===== src/rtl/mdu_pkg.sv =====
// Shared types for the multiply/divide unit: op encodings, FSM states, divide length.
package mdu_pkg;

  typedef enum logic [1:0] {
    OP_MULT  = 2'b00,
    OP_MULTU = 2'b01,
    OP_DIV   = 2'b10,
    OP_DIVU  = 2'b11
  } op_e;

  typedef enum logic [1:0] {
    S_IDLE = 2'b00,
    S_DIV  = 2'b01,
    S_DONE = 2'b10
  } state_e;

  localparam int DIV_CYCLES = 32;
  localparam int CNT_W      = $clog2(DIV_CYCLES);
  typedef logic [CNT_W-1:0] cnt_t;

  function automatic logic [31:0] abs32(input logic [31:0] v);
    return v[31] ? (32'd0 - v) : v;
  endfunction

endpackage


===== src/rtl/mul_div_unit_if.sv =====
// Request/response bundle between the issue stage and the MDU; flush exists only with MDU_FLUSH_EN.
interface mdu_if;
  import mdu_pkg::*;

  logic        start;
  op_e         op;
  logic [31:0] a;
  logic [31:0] b;
`ifdef MDU_FLUSH_EN
  logic        flush;
`endif
  logic        busy;
  logic        done;
  logic [31:0] hi;
  logic [31:0] lo;

`ifdef MDU_FLUSH_EN
  modport master (output start, op, a, b, flush, input busy, done, hi, lo);
  modport slave  (input start, op, a, b, flush, output busy, done, hi, lo);
`else
  modport master (output start, op, a, b, input busy, done, hi, lo);
  modport slave  (input start, op, a, b, output busy, done, hi, lo);
`endif
endinterface


===== src/rtl/div_iter.sv =====
// One restoring-division step: shift {rem,quo} left, trial-subtract divisor, keep or restore.
module div_iter (
  input  logic [31:0] rem,
  input  logic [31:0] quo,
  input  logic [31:0] dvs,
  output logic [31:0] rem_nx,
  output logic [31:0] quo_nx
);
  logic [32:0] sh;
  logic [32:0] diff;

  always_comb begin
    sh     = {rem, quo[31]};
    diff   = sh - {1'b0, dvs};
    // borrow out means the trial went negative: restore
    rem_nx = diff[32] ? sh[31:0] : diff[31:0];
    quo_nx = {quo[30:0], ~diff[32]};
  end
endmodule


===== src/rtl/mul_div_unit.sv =====
// Multi-cycle MDU: single-cycle 32x32 multiply, 32-cycle restoring divide.
// Optional MDU_FLUSH_EN adds a flush input that cancels any operation.
module mul_div_unit
  import mdu_pkg::*;
(
  input  logic clk,
  input  logic rst,
  mdu_if.slave m
);
  state_e      state_q, state_d;
  cnt_t        cnt_q;
  logic [31:0] hi_q, lo_q;
  logic [31:0] rem_q, quo_q, dvs_q, araw_q;
  logic        qneg_q, rneg_q, dz_q;

  logic        kill, accept, is_div, is_sgn, last;
  logic [63:0] ma, mb, prod;
  logic [31:0] rem_nx, quo_nx, q_fix, r_fix;

`ifdef MDU_FLUSH_EN
  assign kill = m.flush;
`else
  assign kill = 1'b0;
`endif

  assign is_div = (m.op == OP_DIV) || (m.op == OP_DIVU);
  assign is_sgn = (m.op == OP_MULT) || (m.op == OP_DIV);
  assign accept = m.start && !kill && (state_q == S_IDLE || state_q == S_DONE);
  assign last   = (cnt_q == cnt_t'(DIV_CYCLES - 1));

  // operands widened to 64 bits so one multiplier covers both signednesses
  always_comb begin
    ma   = is_sgn ? 64'($signed(m.a)) : {32'd0, m.a};
    mb   = is_sgn ? 64'($signed(m.b)) : {32'd0, m.b};
    prod = ma * mb;
  end

  div_iter u_iter (
    .rem    (rem_q),
    .quo    (quo_q),
    .dvs    (dvs_q),
    .rem_nx (rem_nx),
    .quo_nx (quo_nx)
  );

  assign q_fix = qneg_q ? (32'd0 - quo_nx) : quo_nx;
  assign r_fix = rneg_q ? (32'd0 - rem_nx) : rem_nx;

  always_ff @(posedge clk) begin
    if (rst) state_q <= S_IDLE;
    else     state_q <= state_d;
  end

  always_comb begin
    state_d = state_q;
    unique case (state_q)
      S_IDLE, S_DONE: begin
        if (accept) state_d = is_div ? S_DIV : S_DONE;
        else        state_d = S_IDLE;
      end
      S_DIV:   if (last) state_d = S_DONE;
      default: state_d = S_IDLE;
    endcase
    if (kill) state_d = S_IDLE;
  end

  always_ff @(posedge clk) begin
    if (rst) begin
      cnt_q  <= '0;
      hi_q   <= '0;
      lo_q   <= '0;
      rem_q  <= '0;
      quo_q  <= '0;
      dvs_q  <= '0;
      araw_q <= '0;
      qneg_q <= 1'b0;
      rneg_q <= 1'b0;
      dz_q   <= 1'b0;
    end else if (!kill) begin
      if (accept) begin
        if (!is_div) begin
          {hi_q, lo_q} <= prod;
        end else begin
          cnt_q  <= '0;
          rem_q  <= '0;
          quo_q  <= is_sgn ? abs32(m.a) : m.a;
          dvs_q  <= is_sgn ? abs32(m.b) : m.b;
          araw_q <= m.a;
          qneg_q <= is_sgn && (m.a[31] ^ m.b[31]);
          rneg_q <= is_sgn && m.a[31];
          dz_q   <= (m.b == 32'd0);
        end
      end else if (state_q == S_DIV) begin
        rem_q <= rem_nx;
        quo_q <= quo_nx;
        cnt_q <= cnt_q + 1'b1;
        // hi/lo only change here, so partial divide state never leaks out
        if (last) begin
          hi_q <= dz_q ? araw_q : r_fix;
          lo_q <= dz_q ? 32'hFFFF_FFFF : q_fix;
        end
      end
    end
  end

  assign m.busy = (state_q == S_DIV);
  assign m.done = (state_q == S_DONE);
  assign m.hi   = hi_q;
  assign m.lo   = lo_q;
endmodule


===== src/flat_wrapper.sv =====
// flat-port wrapper written by rule: the top's interface ports become plain ports
module mul_div_unit_flat import mdu_pkg::*;
  (clk, rst, m_start, m_op, m_a, m_b, m_busy, m_done, m_hi, m_lo);
  mdu_if m_i ();
  input  logic clk;
  input  logic rst;
  input wire logic [$bits(m_i.start)-1:0] m_start;
  input wire logic [$bits(m_i.op)-1:0] m_op;
  input wire logic [$bits(m_i.a)-1:0] m_a;
  input wire logic [$bits(m_i.b)-1:0] m_b;
  output wire logic [$bits(m_i.busy)-1:0] m_busy;
  output wire logic [$bits(m_i.done)-1:0] m_done;
  output wire logic [$bits(m_i.hi)-1:0] m_hi;
  output wire logic [$bits(m_i.lo)-1:0] m_lo;
  assign m_i.start = m_start;
  assign m_i.op = m_op;
  assign m_i.a = m_a;
  assign m_i.b = m_b;
  assign m_busy = m_i.busy;
  assign m_done = m_i.done;
  assign m_hi = m_i.hi;
  assign m_lo = m_i.lo;
  mul_div_unit u_core (.clk(clk), .rst(rst), .m(m_i));
endmodule

===== config.mk =====
export PLATFORM = sky130hd
export DESIGN_NAME = mul_div_unit_flat
export DESIGN_NICKNAME = d
export VERILOG_FILES = /design/src/rtl/mdu_pkg.sv /design/src/rtl/mul_div_unit_if.sv /design/src/rtl/div_iter.sv /design/src/rtl/mul_div_unit.sv /design/src/flat_wrapper.sv
export SDC_FILE = /design/constraint.sdc
export NUM_CORES = 2
export LEC_CHECK = 0
export CORE_ASPECT_RATIO = 1.25
export CORE_MARGIN = 2
export CORE_UTILIZATION = 50
export CTS_CLUSTER_DIAMETER = 100
export DETAILED_ROUTE_END_ITERATION = 12
export PLACE_DENSITY = 0.66
export SLEW_MARGIN = 20
export SYNTH_ARGS = -nofsm -noshare
export SYNTH_HDL_FRONTEND = slang
export SYNTH_HIERARCHICAL = 1
export SYNTH_SLANG_ARGS = --single-unit

===== constraint.sdc =====
create_clock -name clk -period 13.1 [get_ports clk]
set_input_delay 1.965 -clock clk [delete_from_list [all_inputs] [get_ports clk]]
set_output_delay 1.965 -clock clk [all_outputs]
set_load 0.005 [all_outputs]

; Yosys cells after proc, flatten, opt, wreduce, memory -nomap -nowiden
; Index checks and enable logic that the tools add are counted.
[op_classes]
n_eq_ne = 8
n_mux = 32
shift = 0
add_sub_neg = 6
magnitude_cmp = 0
div = 0
reduce_logical = 15
n_bitwise = 2
multipliers = 1
[op_table]
columns = cell, n
row1 = 32-bit 2-to-1 mux, 23
row2 = 64-bit 2-to-1 mux, 2
row3 = "1-bit by 32-bit subtractor with 32-bit output, first input constant", 4
row4 = 64-bit by 64-bit multiplier with 64-bit output, 1
row5 = 33-bit by 32-bit subtractor with 33-bit output, 1
row6 = 32-bit zero test, 1
row7 = 5-bit 2-to-1 mux, 3
row8 = "2-bit equality test, second input constant", 3
row9 = 2-bit 2-to-1 mux, 3
row10 = "5-bit by 1-bit adder with 5-bit output, second input constant", 1
row11 = "5-bit equality test, second input constant", 1
row12 = 2-bit zero test, 2
row13 = "2-bit inequality test, second input constant", 2
row14 = 2-bit one-hot mux with 2 select lines, 1
row15 = 2-bit AND reduction, 2
row16 = 2-bit nonzero test, 2
row17 = 1-bit logical AND, 3
row18 = 1-bit logical OR, 3
row19 = 3-bit AND reduction, 1
row20 = "2-bit by 1-bit equality test with 1-bit output, second input constant", 1
row21 = "2-bit by 1-bit inequality test with 1-bit output, second input constant", 1
row22 = 2-bit OR reduction, 1
row23 = 1-bit NOT, 1
row24 = 1-bit XOR, 1
[totals]
elab_cells = 75
mem_count = 0
input_bits = 69
ram_bits = 0
ff_bits = 202
out_inout_bits = 66
romBits = 0
latchBits = 0

; Longest topological paths before layout
[logic_depth]
depth_word = 8
mapped_depth = 37
ltp_nobuf = 33

; Cells and area by module
; The synthesis kept the hierarchy.
[by_module_without_submodules]
columns = mod, cells_per_inst, area_each_um2, instances, seq_area_each_um2
row1 = mul_div_unit, 6563, 58613.7, 1, 4043.9
row2 = div_iter, 336, 2591.2, 1, 0.0

; Worst setup path after synthesis
; OpenSTA, ideal clock, no wires.
[synth_path]
path_kind = input port to flip-flop
from = in m_a[31]
to = reg u_core.hi_q[29] (netlist: u_core/m.hi[29])
setup_time_ns = 0.095
t_arrival_ns = 10.895
path_slack_ns = 2.110
required_ns = 13.005
cell_stages = 31
path_buffers = 3
cell_sequence = nor2b_1 > clkbuf_1 > clkbuf_1 > clkbuf_1 > nand2_1 > fa_1 > inv_1 > fa_1 > fa_1 > inv_1 > fa_1 > inv_1 > fa_1 > fa_1 > fa_1 > fa_1 > fa_1 > inv_1 > fa_1 > inv_1 > ha_1 > a21o_1 > a21o_1 > a21o_1 > a21o_1 > a21oi_1 > o2111ai_1 > o211ai_1 > o21ai_0 > nor4b_1 > a221oi_1
[synth_between]
elab_chain_len = 4
[synth_lines]
columns = item, line_no
row1 = from (decl), flat_wrapper.sv:9  ; input wire logic [$bits(m_i.a)-1:0] m_a;
row2 = 64-bit 2-to-1 mux, mul_div_unit.sv:33  ; ma = is_sgn ? 64'($signed(m.a)) : {32'd0, m.a};
row3 = 64-bit by 64-bit multiplier with 64-bit output, mul_div_unit.sv:35  ; prod = ma * mb;
row4 = 32-bit 2-to-1 mux, mul_div_unit.sv:81  ; if (!is_div) begin
row5 = 32-bit 2-to-1 mux, mul_div_unit.sv:80  ; if (accept) begin
row6 = to (signal assigned), mul_div_unit.sv:82  ; {hi_q, lo_q} <= prod;
row7 = to (signal assigned), mul_div_unit.sv:99  ; hi_q <= dz_q ? araw_q : r_fix;
row8 = to (decl), mul_div_unit.sv:12  ; logic [31:0] hi_q, lo_q;
; Every way passes these cells. The select of a mux whose other input is x is not followed.
; A chain may end at the register's enable or synchronous reset.

; Worst setup path in the final report
[layout_path]
from = in m_op[0]
to = reg u_core.hi_q[30] (netlist: u_core/m.hi[30])
[layout_between]
elab_chain_len = 6
elab_cells_between_ends = 12
classes_between = 1 x mul / 3 x eq/ne / 4 x mux / 4 x reduce/logical
[layout_lines]
columns = item, line_no
row1 = from (decl), flat_wrapper.sv:8  ; input wire logic [$bits(m_i.op)-1:0] m_op;
row2 = 2-bit equality test or 2-bit zero test (tied branches), "mul_div_unit.sv:26, mul_div_unit.sv:27"
row3 = 1-bit logical OR, mul_div_unit.sv:27  ; assign is_sgn = (m.op == OP_MULT) || (m.op == OP_DIV);
row4 = "64-bit 2-to-1 mux, on equally long branches", "mul_div_unit.sv:33, mul_div_unit.sv:34"
row5 = 64-bit by 64-bit multiplier with 64-bit output, mul_div_unit.sv:35
row6 = 32-bit 2-to-1 mux, mul_div_unit.sv:81
row7 = 32-bit 2-to-1 mux, mul_div_unit.sv:80
; Several ways; a longest one is shown, not always the timed one. The select of a mux whose other input is x is not followed.

==> metrics.yaml <==
final.setup.tns_ns: 0
tritoncts: "built"
maxCapViolations: 0
hold_buffer_count_at_cts: 0
via_count_of_the_first_global_routing_pass: 50600
cts-htree-levels: 1
final_cell_mix: "sky130_fd_sc_hd__inv_1 (1,569), sky130_fd_sc_hd__fa_1 (1,420), sky130_fd_sc_hd__nand2_1 (772), sky130_fd_sc_hd__and2_1 (581), sky130_fd_sc_hd__ha_1 (347)"
share_of_final_layout_standard_cells_stronger_than_drive_strength_1_pct: 3.91
setup.worst_path.end_class: "flip-flop"
critical_path.top_delay_family: "adder cells"
setup_viol: 0
cts-buffers-inserted: 21
finalCriticalPeriod_ns: 11.62
core_sq_um: 121000
critical_path_peak_fanout: 45
post_synth_net_total: 8735
synth_sequential_area_ratio_pct: 6.61
io_pins: 135
cell_with_the_biggest_individual_delay_on_the_critical_path: "sky130_fd_sc_hd__fa_1"
worstPathRequired_ns: 13.50
die_h_um: 395
cts_setup_buffers: 0
insertion_delay_ns: 0.53
clock_path_buffers: 3
hold_viol_final: 0
critPathMostFrequentCell: "sky130_fd_sc_hd__fa_1"
cts.clk_slew.worst_paths_ns: 0.06
final_number_of_max_transition_violations: 0
yosys.cell_types.count: 92
detail-route-antenna-nets: 0
timing.critical_path.from_type: "primary input"
synth_warnings: 6
tightestPinTransition_ns: 1.14
post_drt_via_cell_ratio: 5.60
route.detailed.wl_per_inst_um: 23.3
final.hold.worst_slack_ns: 0.451
grt-ovfl-total: 0
most_common_cell_after_layout_fill_and_taps_aside: "sky130_fd_sc_hd__inv_1"
root_buffer: "sky130_fd_sc_hd__clkbuf_16"
synth_ff_type: "sky130_fd_sc_hd__dfxtp_1"
clock_sinks: 202
synth_seq_cells: 202
die-area_sq_um: 125000
dp_hpwl_um: 159000
synth_cells: 6899
floorplan.initialDensity_pct: 50.4
post_cts_resized: 0
async_reset_ff_share_pct: 0
routed-via-count: 46800
fillCellCount: 11200
worst_path_buffer_plus_inverter_count: 8
drt_iter0_drc: 3637
worst-setup-path-type: "primary input to flip-flop"
outcome: "finished, final reports clean"
timing.slew.headroom_pct: 23.9
layout_worst_path_cycle_share_pct: 88.7
clock-skew-final_ns: 0.0151
gp_congestion: 0.994
worst_endpoint_data_arrival_time_ns: 12.02
achievable_clock_frequency_ghz: 0.0860
placement_rows: 143
grt_max_degree: 80
net_count_final: 8576
global_route_wire_length_before_repair_um: 300000
die_x_um: 317
holdCritPathClass: "flip-flop to flip-flop"
grt.total_usage_pct: 31.8
synth_edf_count: 0
drt_pre_antenna_iters: 6
antenna_found_initial: 9
worst_path_largest_cell_delay_ns: 0.83
drc: 0
synth.avg_cell_area_sq_um: 8.87
portBuffers: 134
synth_area_sq_um: 61200
postRouteWirelength_um: 194000
rsz_0062_raised_after_global_routing: "false"
layout-area-overhead-vs-synth_pct: 4.94
[worst register-to-register path: stages (launching register included)]
cell and delay [ns]:
sky130_fd_sc_hd__dfxtp_1 0.40, sky130_fd_sc_hd__inv_1 0.06, sky130_fd_sc_hd__ha_1 0.23, sky130_fd_sc_hd__fa_1 0.41, sky130_fd_sc_hd__and2b_1 0.25, sky130_fd_sc_hd__o2111ai_2 0.15, sky130_fd_sc_hd__a21oi_2 0.26, sky130_fd_sc_hd__o2111ai_1 0.24
sky130_fd_sc_hd__a211oi_2 0.34, sky130_fd_sc_hd__nor2_4 0.11, sky130_fd_sc_hd__mux2i_4 0.40, sky130_fd_sc_hd__and2_4 0.35, sky130_fd_sc_hd__inv_8 0.14, sky130_fd_sc_hd__mux2_2 0.41, sky130_fd_sc_hd__or4_1 0.62, sky130_fd_sc_hd__nor4_1 0.60
sky130_fd_sc_hd__nand3_1 0.31, sky130_fd_sc_hd__o21ai_0 0.27, sky130_fd_sc_hd__xor2_1 0.27, sky130_fd_sc_hd__o21ai_0 0.20, sky130_fd_sc_hd__a2111oi_0 0.35, sky130_fd_sc_hd__nor2_1 0.10
[per-stage QoR]
stage                     area, sq um  utilization [%]  instances  setup WS (ns)
final                           64200             52.9       8356           1.48
after global routing            64200             52.9       8352           1.11
after CTS                       64200             52.9       8350           1.53
after detailed placement        63500             52.3       8312           1.01
after global placement          63500             52.3       8312           1.01
after floorplan                 61200                -       6899           2.11
[synth_stat cells (13+ instances only)]
master / n / share of area (%)
sky130_fd_sc_hd__a31oi_1: 25 / 0.26
sky130_fd_sc_hd__nand4_1: 23 / 0.24
sky130_fd_sc_hd__buf_4: 34 / 0.42
sky130_fd_sc_hd__nor3_1: 37 / 0.30
sky130_fd_sc_hd__o21a_1: 17 / 0.21
sky130_fd_sc_hd__or3_1: 22 / 0.22
sky130_fd_sc_hd__and3_1: 19 / 0.19
sky130_fd_sc_hd__buf_1: 36 / 0.22
sky130_fd_sc_hd__nand2b_1: 13 / 0.13
sky130_fd_sc_hd__clkbuf_1: 356 / 2.2
sky130_fd_sc_hd__o211ai_1: 13 / 0.16
sky130_fd_sc_hd__dfxtp_1: 202 / 6.6
sky130_fd_sc_hd__o221ai_1: 26 / 0.37
sky130_fd_sc_hd__inv_1: 1569 / 9.6
sky130_fd_sc_hd__a211oi_1: 59 / 0.72
sky130_fd_sc_hd__o31ai_1: 39 / 0.48
sky130_fd_sc_hd__o21bai_1: 21 / 0.26
sky130_fd_sc_hd__xor2_1: 89 / 1.3
sky130_fd_sc_hd__a21oi_1: 296 / 2.4
sky130_fd_sc_hd__nand2_1: 774 / 4.7
sky130_fd_sc_hd__nor2_1: 216 / 1.3
sky130_fd_sc_hd__ha_1: 347 / 7.1
sky130_fd_sc_hd__o21ai_0: 152 / 1.2
sky130_fd_sc_hd__a21o_1: 69 / 0.85
sky130_fd_sc_hd__and2_1: 582 / 5.9
sky130_fd_sc_hd__o41ai_1: 13 / 0.19
sky130_fd_sc_hd__mux2_4: 19 / 0.47
sky130_fd_sc_hd__fa_1: 1420 / 46
sky130_fd_sc_hd__xnor2_1: 158 / 2.3
sky130_fd_sc_hd__nand3_1: 79 / 0.65
[sequential cells by signal, summed over array words and instances (netlist names)]
| signal | count |
|---|---|
| u_core/araw_q | 32 |
| u_core/dvs_q | 32 |
| u_core/m.hi | 32 |
| u_core/m.lo | 32 |
| u_core/quo_q | 32 |
| u_core/rem_q | 32 |
| u_core/cnt_q | 5 |
| u_core/state_q | 2 |
| u_core/dz_q | 1 |
| u_core/qneg_q | 1 |
| u_core/rneg_q | 1 |
[kinds of logic (layout without fill, tap and decap cells)]
kind of cell,Yosys count,count (layout),synth area share (%)
buffers and inverters,2013,1869,12.7
and+or+nand+nor,1833,1833,14.6
adders and majority gates,1769,1769,53.6
AOI/OAI and AO/OA,799,799,8.17
xor gates and xnor gates,247,247,3.53
DFF,202,202,6.61
muxes,36,36,0.773
other,0,6,0
[layout make-up]
cell class / count / area, sq um / area share (%)
diodes: 6 / 15.0 / 0.0234
clock buffers: 27 / 578 / 0.900
clock inverters: 11 / 143 / 0.222
inverters: 1572 / 5910 / 9.20
multi-input cells: 4684 / 49400 / 77.0
flip-flops and latches: 202 / 4050 / 6.30
well taps: 1595 / 2000 / 3.11
repair buffers: 259 / 2120 / 3.29
[path summary, 6_finish.rpt]
kind | from | to | slack (ns) | depth (start not counted)
worst max register to register | u_core/quo_q[31] | u_core/m.hi[28] | 6.51 | 21
worst max-delay path | m_op[0] | u_core/m.hi[30] | 1.48 | 30
worst min register to register | u_core/m.lo[29] | u_core/m.lo[29] | 0.45 | 2
worst min-delay path | u_core/m.lo[29] | u_core/m.lo[29] | 0.45 | 2
[metal layers]
layer | routed length, um | share of wire, % | track usage, %
met1 | 74300 | 38 | 39.6
met2 | 94300 | 49 | 54.2
met3 | 13700 | 7.1 | 4.17
met4 | 11800 | 6.1 | 15.6
met5 | 228 | 0.12 | 0
Power is not shown: default switching activity piles up to over one toggle a cycle in this logic, so the estimate is an artifact.
